File: src/rtl/uart_pkg.sv
// Shared definitions for the UART echo-path blocks.
//   BYTE_W          : width of one UART character
//   byte_t          : one UART character
//   tx_buf_state_e  : states of the transmit-side drain FSM in uart_tx_buffer
package uart_pkg;

  localparam int BYTE_W = 8;

  typedef logic [BYTE_W-1:0] byte_t;

  typedef enum logic [1:0] {
    IDLE,
    START,
    WAIT_BUSY,
    WAIT_DONE
  } tx_buf_state_e;

endpackage

File: src/rtl/sync_fifo.sv
// Single-clock FIFO with occupancy count and a sticky overflow flag.
// Ports:
//   clk50, reset   : clock and asynchronous active-high reset
//   push, din      : write request and data; a push while full is dropped
//                    unless a pop happens in the same cycle
//   pop            : read request; ignored while empty
//   clr_overflow   : synchronous clear of overflow (a new drop wins)
//   dout           : combinational view of the oldest entry
//   level          : occupancy 0..DEPTH
//   empty, full    : level == 0, level == DEPTH
//   overflow       : sticky, set when a pushed word was dropped
module sync_fifo #(
  parameter int DEPTH = 16,
  parameter int WIDTH = 8,
  localparam int AW = $clog2(DEPTH)
) (
  input  logic             clk50,
  input  logic             reset,
  input  logic             push,
  input  logic             pop,
  input  logic             clr_overflow,
  input  logic [WIDTH-1:0] din,
  output logic [WIDTH-1:0] dout,
  output logic [AW:0]      level,
  output logic             empty,
  output logic             full,
  output logic             overflow
);

  logic [WIDTH-1:0] mem [DEPTH];
  logic [AW-1:0]    wr_ptr;
  logic [AW-1:0]    rd_ptr;
  logic             pop_ok;
  logic             push_ok;
  logic             drop;

  // A pop frees a slot in the same cycle, so a push into a full FIFO is
  // still accepted when it coincides with a pop.
  assign pop_ok  = pop & ~empty;
  assign push_ok = push & (~full | pop_ok);
  assign drop    = push & full & ~pop_ok;

  assign empty = (level == '0);
  assign full  = (level == (AW+1)'(DEPTH));
  assign dout  = mem[rd_ptr];

  // Storage is deliberately left out of reset.
  always_ff @(posedge clk50) begin
    if (push_ok) begin
      mem[wr_ptr] <= din;
    end
  end

  // Pointers wrap naturally because DEPTH is a power of two.
  always_ff @(posedge clk50 or posedge reset) begin
    if (reset) begin
      wr_ptr <= '0;
      rd_ptr <= '0;
      level  <= '0;
    end else begin
      if (push_ok) begin
        wr_ptr <= wr_ptr + AW'(1);
      end
      if (pop_ok) begin
        rd_ptr <= rd_ptr + AW'(1);
      end
      case ({push_ok, pop_ok})
        2'b10:   level <= level + (AW+1)'(1);
        2'b01:   level <= level - (AW+1)'(1);
        default: level <= level;
      endcase
    end
  end

  // Set has priority over clear so a drop is never hidden by a clear.
  always_ff @(posedge clk50 or posedge reset) begin
    if (reset) begin
      overflow <= 1'b0;
    end else if (drop) begin
      overflow <= 1'b1;
    end else if (clr_overflow) begin
      overflow <= 1'b0;
    end
  end

endmodule

File: src/rtl/uart_tx_buffer.sv
// Byte buffer between the UART receiver and transmitter of the echo path.
// Every receiver strobe pushes one byte; bytes are drained to the
// transmitter one frame at a time with a single-cycle start pulse.
// Ports:
//   clk50, reset       : 50 MHz clock, asynchronous active-high reset
//   rx_valid, rx_data  : receiver strobe (any length) and its byte
//   tx_busy            : transmitter busy flag
//   clr_overflow       : synchronous clear of overflow
//   tx_start, tx_data  : start pulse and byte for the transmitter
//   level, empty, full : FIFO occupancy status
//   overflow           : sticky flag, a byte was dropped while full
module uart_tx_buffer
  import uart_pkg::*;
#(
  parameter int DEPTH = 16,
  parameter int BUSY_WAIT = 4,
  localparam int AW = $clog2(DEPTH)
) (
  input  logic              clk50,
  input  logic              reset,
  input  logic              rx_valid,
  input  logic [BYTE_W-1:0] rx_data,
  input  logic              tx_busy,
  input  logic              clr_overflow,
  output logic              tx_start,
  output logic [BYTE_W-1:0] tx_data,
  output logic [AW:0]       level,
  output logic              empty,
  output logic              full,
  output logic              overflow
);

  localparam int CW = (BUSY_WAIT > 1) ? $clog2(BUSY_WAIT) : 1;
  localparam logic [CW-1:0] WAIT_LAST = CW'(BUSY_WAIT - 1);

  tx_buf_state_e state;
  tx_buf_state_e next_state;
  logic          rx_valid_d;
  logic          push;
  logic          pop;
  byte_t         fifo_dout;
  logic [CW-1:0] wait_cnt;
  logic [CW-1:0] wait_cnt_next;

  // Only the rising edge of the strobe counts, so a long strobe is one byte.
  assign push = rx_valid & ~rx_valid_d;

  always_ff @(posedge clk50 or posedge reset) begin
    if (reset) begin
      rx_valid_d <= 1'b0;
    end else begin
      rx_valid_d <= rx_valid;
    end
  end

  sync_fifo #(
    .DEPTH (DEPTH),
    .WIDTH (BYTE_W)
  ) u_fifo (
    .clk50        (clk50),
    .reset        (reset),
    .push         (push),
    .pop          (pop),
    .clr_overflow (clr_overflow),
    .din          (rx_data),
    .dout         (fifo_dout),
    .level        (level),
    .empty        (empty),
    .full         (full),
    .overflow     (overflow)
  );

  // Drain FSM. A transmitter that never raises busy would stall the echo
  // path forever, so WAIT_BUSY gives up after BUSY_WAIT cycles and treats
  // the byte as sent.
  always_comb begin
    next_state    = state;
    pop           = 1'b0;
    wait_cnt_next = wait_cnt;
    case (state)
      IDLE: begin
        if (~empty & ~tx_busy) begin
          pop        = 1'b1;
          next_state = START;
        end
      end
      START: begin
        wait_cnt_next = '0;
        next_state    = WAIT_BUSY;
      end
      WAIT_BUSY: begin
        if (tx_busy) begin
          next_state = WAIT_DONE;
        end else if (wait_cnt == WAIT_LAST) begin
          next_state = IDLE;
        end else begin
          wait_cnt_next = wait_cnt + CW'(1);
        end
      end
      WAIT_DONE: begin
        if (~tx_busy) begin
          next_state = IDLE;
        end
      end
      default: next_state = IDLE;
    endcase
  end

  // tx_start is a flop that is high exactly while the FSM sits in START;
  // tx_data is only reloaded in the pop cycle so it is stable for a frame.
  always_ff @(posedge clk50 or posedge reset) begin
    if (reset) begin
      state    <= IDLE;
      wait_cnt <= '0;
      tx_start <= 1'b0;
      tx_data  <= '0;
    end else begin
      state    <= next_state;
      wait_cnt <= wait_cnt_next;
      tx_start <= (next_state == START);
      if (pop) begin
        tx_data <= fifo_dout;
      end
    end
  end

endmodule

File: config.mk
export PLATFORM = sky130hd
export DESIGN_NAME = uart_tx_buffer
export DESIGN_NICKNAME = d
export VERILOG_FILES = /design/src/rtl/uart_pkg.sv /design/src/rtl/sync_fifo.sv /design/src/rtl/uart_tx_buffer.sv
export SDC_FILE = /design/constraint.sdc
export NUM_CORES = 1
export LEC_CHECK = 0
export CAP_MARGIN = 20
export CORE_UTILIZATION = 60
export CTS_BUF_LIST = sky130_fd_sc_hd__clkbuf_4 sky130_fd_sc_hd__clkbuf_8
export CTS_CLUSTER_SIZE = 8
export DETAILED_ROUTE_END_ITERATION = 12
export PLACE_DENSITY_LB_ADDON = 0.15
export RECOVER_POWER = 100
export SLEW_MARGIN = 20
export SYNTH_ARGS = -nofsm -noshare
export SYNTH_HDL_FRONTEND = slang
export SYNTH_SLANG_ARGS = --single-unit
File: constraint.sdc
create_clock -name clk50 -period 4.5 [get_ports clk50]
set_input_delay 0.45 -clock clk50 [delete_from_list [all_inputs] [get_ports clk50]]
set_output_delay 0.45 -clock clk50 [all_outputs]
set_load 0.1 [all_outputs]
==> impl_metrics.py <==
metrics = {
    "logic_synthesis": {
        "yosysSeqAreaShare": 0.711,
        "synth.distinct_cells": 41,
        "netlist_area_sq_mm": 0.00639,
        "ys.flop_type": "edfxtp_1",
        "synth_area_leaders": "edfxtp_1 (60%), dfrtp_1 (11%), mux4_2 (8.5%)",
        "yosysTopAreaCell": "edfxtp_1",
        "synth-async-reset-ratio": 0.179,
        "yosys_register_bits": 156,
        "yosysTopAreaCellShare": 0.602,
        "yosysWarnings": 0,
        "synth-edff-count": 128,
        "syn-num-nets": 375,
        "ys_top_cells_by_count": "edfxtp_1 (128), dfrtp_1 (28), mux4_2 (24), nor2_1 (19), nand2_1 (15)",
        "yosysMostFrequentCell": "edfxtp_1",
        "syn_avg_cell_area_sq_um": 18.1,
        "syn_inst": 352,
    },
    "route": {
        "wire_per_inst_um": 20.8,
        "dr.first_iter.drc_count": 257,
        "vias": 3154,
        "avgViaCountPerCell": 5.88,
        "first_pass_iters": 5,
        "drc": 0,
        "totalWireLength_um": 11200,
        "ant_nets": 0,
    },
    "floorplanning": {
        "std_cell_rows": 37,
        "fp.dieArea_sq_mm": 0.0111,
        "io_pins": 30,
        "core_sq_mm": 0.0103,
        "start_util": 0.619,
        "die_h_um": 105,
        "die_w_um": 105,
    },
    "cells_and_area": {
        "drive_gt1_frac": 0.148,
        "final_nets": 410,
        "areaGrowthSynthToFinish_pct": 12.6,
        "final_cells": 536,
        "diodes": 0,
    },
    "sta": {
        "maxClockFrequency_mhz": 286,
        "hold_viol": 0,
        "tightest_slew_ns": 1.76,
        "layout_min_cycle_time_ns": 3.49,
        "rsz0062_at_grt": "no",
        "finalSetupViolCount": 0,
        "fin_worst_skew_ns": 0.0126,
        "post-route-period-util": 0.776,
        "slew_viol_final": 31,
        "fin_setup_tns_ns": 0,
        "relSlewSlack": -0.174,
    },
    "worst_setup_path": {
        "cp.arrival_ns": 3.82,
        "cpPeakStageDelay_ns": 0.66,
        "crit_buf_inv": 1,
        "r2r_slack_ns": 1.01,
        "critPathSlowestCell": "a21o_1",
        "crit_required_ns": 4.83,
        "path_max_fanout": 21,
        "cp_cell_sequence": "nor4_1 > a21o_1 > inv_1 > ha_1 > xor2_1 > ha_1 > o211a_1 > o31ai_1 > a31oi_1 > xnor2_1",
        "cp-end-kind": "register",
        "cp_common_cell": "ha_1",
        "critPathLaunchType": "register",
        "worstSetupPathType": "register to register",
        "crit_family": "compound AO/OA/AOI/OAI gates",
    },
    "clock_tree": {
        "cts_hold_buf": 0,
        "ctsHtreeMaxLevel": 4,
        "clkTransAtPathRegs_ns": 0.08,
        "clk_path_buf_depth": 2,
        "cts_setup_buffers": 0,
        "clk_latency_ns": 0.44,
        "cts_num_sinks": 156,
        "cts_buffers": 17,
        "cts_tree": "yes",
        "root_buffer": "clkbuf_8",
        "ctsResizeCount": 0,
    },
    "status": {
        "run_status": "complete, but fails checks",
        "violations": "max-capacitance violations, max-slew violations",
    },
    "run": {
        "maxCapViolCount": 1,
    },
    "place": {
        "place_inst": 504,
        "gp_congestion": 0.755,
        "portBuffers": 29,
        "dp_hpwl_um": 6990,
    },
    "grt": {
        "grtUsageTotal": 0.231,
        "overflow": 0,
        "grt_pass1_wl_um": 17900,
        "grt_start_max_net_pins": 31,
        "antenna_found_initial": 0,
        "grt_pass1_vias": 3222,
    },
    "min_path": {
        "hp-class": "register to register",
    },
    "power": {
        "p_leak_nw": 2.56,
        "power.density_mw_per_mm2": 639,
        "ir_drop_uv": 386,
    },
}
## state kept, by name (all words and copies together), names as in the netlist
name             count
rx_valid_d           1
state                2
tx_data              8
tx_start             1
u_fifo.level         5
u_fifo.mem         128
u_fifo.overflow      1
u_fifo.rd_ptr        4
u_fifo.wr_ptr        4
wait_cnt             2
## layout make-up
class / instances / area [sq um]
clock buffer: 22 / 290
fill: 661 / 3130
multi-input combinational: 167 / 1670
timing repair buffer: 36 / 324
clock inverter: 10 / 161
sequential: 156 / 4540
tap: 136 / 170
inverter: 9 / 33.8
## routing by layer
layer | routed length, um | vias to the layer above | GRT usage | part of all wire
li1 | - | 1449 | - | -
met4 | 133 | 0 | 0.0835 | 0.012
met5 | 0 | - | 0 | 0
met2 | 5700 | 109 | 0.361 | 0.51
met3 | 520 | 11 | 0.0661 | 0.047
met1 | 4800 | 1585 | 0.313 | 0.43
## metrics by stage
step	utilization	setup slack (ns)	power, W	hold WS (ns)	area (sq um)
after floorplan	-	1.27	0.00319	0.481	6390
final	0.697	1.01	0.00460	0.511	7190
after detailed placement	0.657	1.07	0.00352	0.502	6780
after CTS	0.701	1.15	0.00467	0.452	7230
after global placement	0.657	1.16	0.00350	0.498	6780
after global routing	0.697	0.708	0.00482	0.540	7190
## power by group
group | switching, W | internal (W) | total, W
clock network | 0.000489 | 0.000662 | 0.00115
logic | 0.000898 | 0.000587 | 0.00149
registers | 0.000233 | 0.00173 | 0.00196
total | 0.00162 | 0.00298 | 0.00460
## kinds of logic after synthesis
group | count (synthesis) | share of synthesized area
xor+xnor | 11 | 0.0151
fa+ha+maj | 10 | 0.0196
compound gates | 45 | 0.0519
flops | 156 | 0.711
simple gates | 60 | 0.0460
mux | 41 | 0.132
buf+inv | 29 | 0.0241
## path summary, 6_finish.rpt
path	start	to	cells after the start
max reg2reg	u_fifo.level[1]$_DFFE_PP0P_	u_fifo.level[4]$_DFFE_PP0P_	10
max	u_fifo.level[1]$_DFFE_PP0P_	u_fifo.level[4]$_DFFE_PP0P_	10
min reg2reg	tx_data[4]$_DFFE_PP0N_	tx_data[4]$_DFFE_PP0N_	1
min in group asynchronous	reset	wait_cnt[0]$_DFFE_PP0P_	2
min	tx_data[4]$_DFFE_PP0N_	tx_data[4]$_DFFE_PP0N_	1
max in group asynchronous	reset	u_fifo.wr_ptr[1]$_DFFE_PP0P_	2
## cells in the final DEF (no fill, tap or decap), types with 9 or more instances in the layout
| cell | n |
|---|---|
| a22o_1 | 10 |
| edfxtp_1 | 128 |
| nand2_1 | 15 |
| ha_1 | 10 |
| mux4_2 | 24 |
| nor2b_1 | 9 |
| dfrtp_1 | 28 |
| nor2_1 | 19 |
| clkbuf_8 | 20 |
| dlygate4sd3_1 | 27 |
| a21oi_1 | 13 |
| inv_1 | 9 |
Power figures use the tool's default switching activity.
==> RTL edit, RTL diff (same settings) <==
Reset style: synchronous (`reset`), changed in 4 clocked blocks. Comments in the files are not updated.
--- a/src/rtl/sync_fifo.sv
+++ b/src/rtl/sync_fifo.sv
@@ -52,7 +52,7 @@
   end
 
   // Pointers wrap naturally because DEPTH is a power of two.
-  always_ff @(posedge clk50 or posedge reset) begin
+  always_ff @(posedge clk50) begin
     if (reset) begin
       wr_ptr <= '0;
       rd_ptr <= '0;
@@ -73,7 +73,7 @@
   end
 
   // Set has priority over clear so a drop is never hidden by a clear.
-  always_ff @(posedge clk50 or posedge reset) begin
+  always_ff @(posedge clk50) begin
     if (reset) begin
       overflow <= 1'b0;
     end else if (drop) begin
--- a/src/rtl/uart_tx_buffer.sv
+++ b/src/rtl/uart_tx_buffer.sv
@@ -45,7 +45,7 @@
   // Only the rising edge of the strobe counts, so a long strobe is one byte.
   assign push = rx_valid & ~rx_valid_d;
 
-  always_ff @(posedge clk50 or posedge reset) begin
+  always_ff @(posedge clk50) begin
     if (reset) begin
       rx_valid_d <= 1'b0;
     end else begin
@@ -108,7 +108,7 @@
 
   // tx_start is a flop that is high exactly while the FSM sits in START;
   // tx_data is only reloaded in the pop cycle so it is stable for a frame.
-  always_ff @(posedge clk50 or posedge reset) begin
+  always_ff @(posedge clk50) begin
     if (reset) begin
       state    <= IDLE;
       wait_cnt <= '0;
Check against the original RTL: differs if reset is asserted again (counterexample within 4 cycles, from zero or initial values and one cycle with reset high); with reset held inactive, the same outputs for 10 cycles.
==> RTL edit against the unedited design <==
Worst setup slack lost 0.11 ns. Area after synthesis shrank 1.8%. Maximum frequency shrank 3.2%. Total power shrank 17%. Cell area shrank 3.1%. Clock skew shrank 0.0036 ns. Synthesized cell count grew 14%. Wire length grew 3.7%. Sequential cell count is the same. Critical endpoint is now u_fifo.level[4]. Largest cell class unchanged.
==> RTL edit: results (changes against the unedited design) <==
max_slew headroom=6.45% (was -17.4%); Synth area leaders=edfxtp_1, dfxtp_1, mux4_2 (was edfxtp_1, dfrtp_1, mux4_2); syn_nets=425 (was 375); Layout Nets=456 (was 410); Routed WL=11,600 µm (was 11,200 µm); vias in the first global route=3,320 (was 3,222); root buf cell=clkbuf_8 (unchanged); crit-path max FO=23 (was 21); Setup Buffers After CTS=0 (unchanged); Synth warnings=0 (unchanged); Post-synth EDFFs=128 (unchanged); Clock Skew=0.00900 ns (was 0.0126 ns); Synth top cells by count=edfxtp_1, nor2_1, mux2i_1 (was edfxtp_1, dfrtp_1, mux4_2); CP max stage delay=0.73 ns (was 0.66 ns); reg2reg path depth=10 (unchanged); sequential area share after synthesis=70.2% (was 71.1%); P_leak=2.22 nW (was 2.56 nW); Detail Placement HPWL=7410 µm (was 6990 µm); CTS Buf Count=17 (unchanged); RePlAce Congestion=0.827 (was 0.755); clk slew on worst S/H paths=0.08 ns (about the same); Post-Layout Cell Count=579 (was 536); DP Area=0.00667 mm² (was 0.00678 mm²); Synth Flop Type=edfxtp_1 (unchanged); total number of vias=3,413 (was 3,154); post-synth cell types=42 (was 41); syn avg cell area=15.6 µm² (was 18.1 µm²); drt pass-1 iters=5 (unchanged); status=finished, final reports clean (was complete, but fails checks); GRT Util Overall=23.2% (was 23.1%); peak supply drop=643 µV (was 386 µV); HP Class=flop to flop (unchanged); hold path depth=2 (was 1); Post-synth ARST share=0% (was 17.9%); share of cells above drive strength 1=11.0% (was 14.8%); # resized after CTS=0 (unchanged); pre-CTS WS=1.05 ns (was 1.07 ns); largest net degree at the start of global routing=32 (was 31); DR iter-0 viols=312 (was 257); Max stage delay cell, worst path=clkbuf_1 (was a21o_1); Largest regs=u_fifo.mem: 128 flops, tx_data: 8 flops, u_fifo.level: 5 flops (unchanged); fill count=696 (was 661); initial antenna violation count=0 (unchanged); residual DRC count=0 (unchanged); number of H-tree levels=4 (unchanged); Max clock buf depth=2 (unchanged); IO Port Bufs=29 (unchanged); Area Overhead vs Synth=11.1% (was 12.6%); ant diodes=0 (unchanged); dpl cells=547 (was 504); Critical Path AT=3.94 ns (was 3.82 ns); clock latency on the worst-skew pair=0.43 ns; first-pass GRT wire length=18,100 µm (was 17,900 µm)
==> RTL edit: layout make-up <==
cell class,count,area share [%]
clock inverters,15,1.76
clock buffers,17,3.36
inverters,5,0.269
multi-input cells,217,24.5
repair buffers,36,4.51
well taps,133,2.39
flip-flops and latches,156,63.2
==> RTL edit: worst max-delay path: cells and delay by family <==
family	cells	cell delay, ns
adders and majority gates	2	0.66
muxes	1	0.34
AOI/OAI and AO/OA	4	0.65
buffers and inverters	2	1.33
and+or+nand+nor	1	0.39
xor gates and xnor gates	1	0.11
==> RTL edit: worst paths after layout <==
| check | startpoint | endpoint | slack (ns) |
|---|---|---|---|
| worst max-delay path | tx_busy | u_fifo.level[4] | 0.89 |
| worst min-delay path | u_fifo.overflow | u_fifo.overflow | 0.47 |
| worst max register to register | state[1] | u_fifo.level[4] | 1.05 |
| worst min register to register | u_fifo.overflow | u_fifo.overflow | 0.47 |
==> RTL edit: cells by family (layout without fill, tap and decap cells) <==
kind of cell | Yosys count | in the layout | share of synthesized area [%]
buffers and inverters | 29 | 73 | 2.06
muxes | 52 | 52 | 11.5
DFF | 156 | 156 | 70.2
adders and majority gates | 10 | 10 | 2.00
AOI/OAI and AO/OA | 53 | 53 | 6.05
xor gates and xnor gates | 9 | 9 | 1.26
and+or+nand+nor | 93 | 93 | 6.87
==> RTL edit: metal layers <==
layer	GRT usage [%]	wire length, µm
met1	31.5	4860
met2	37.3	5870
met4	7.45	136
met3	5.26	693
met5	0	0
==> RTL edit: power breakdown <==
| group | switching [W] | leakage [nW] | internal (W) |
|---|---|---|---|
| logic | 0.000841 | 0.660 | 0.000322 |
| clock network | 0.000501 | 0.175 | 0.000433 |
| registers | 0.0000902 | 1.38 | 0.00165 |
| total | 0.00143 | 2.22 | 0.00240 |
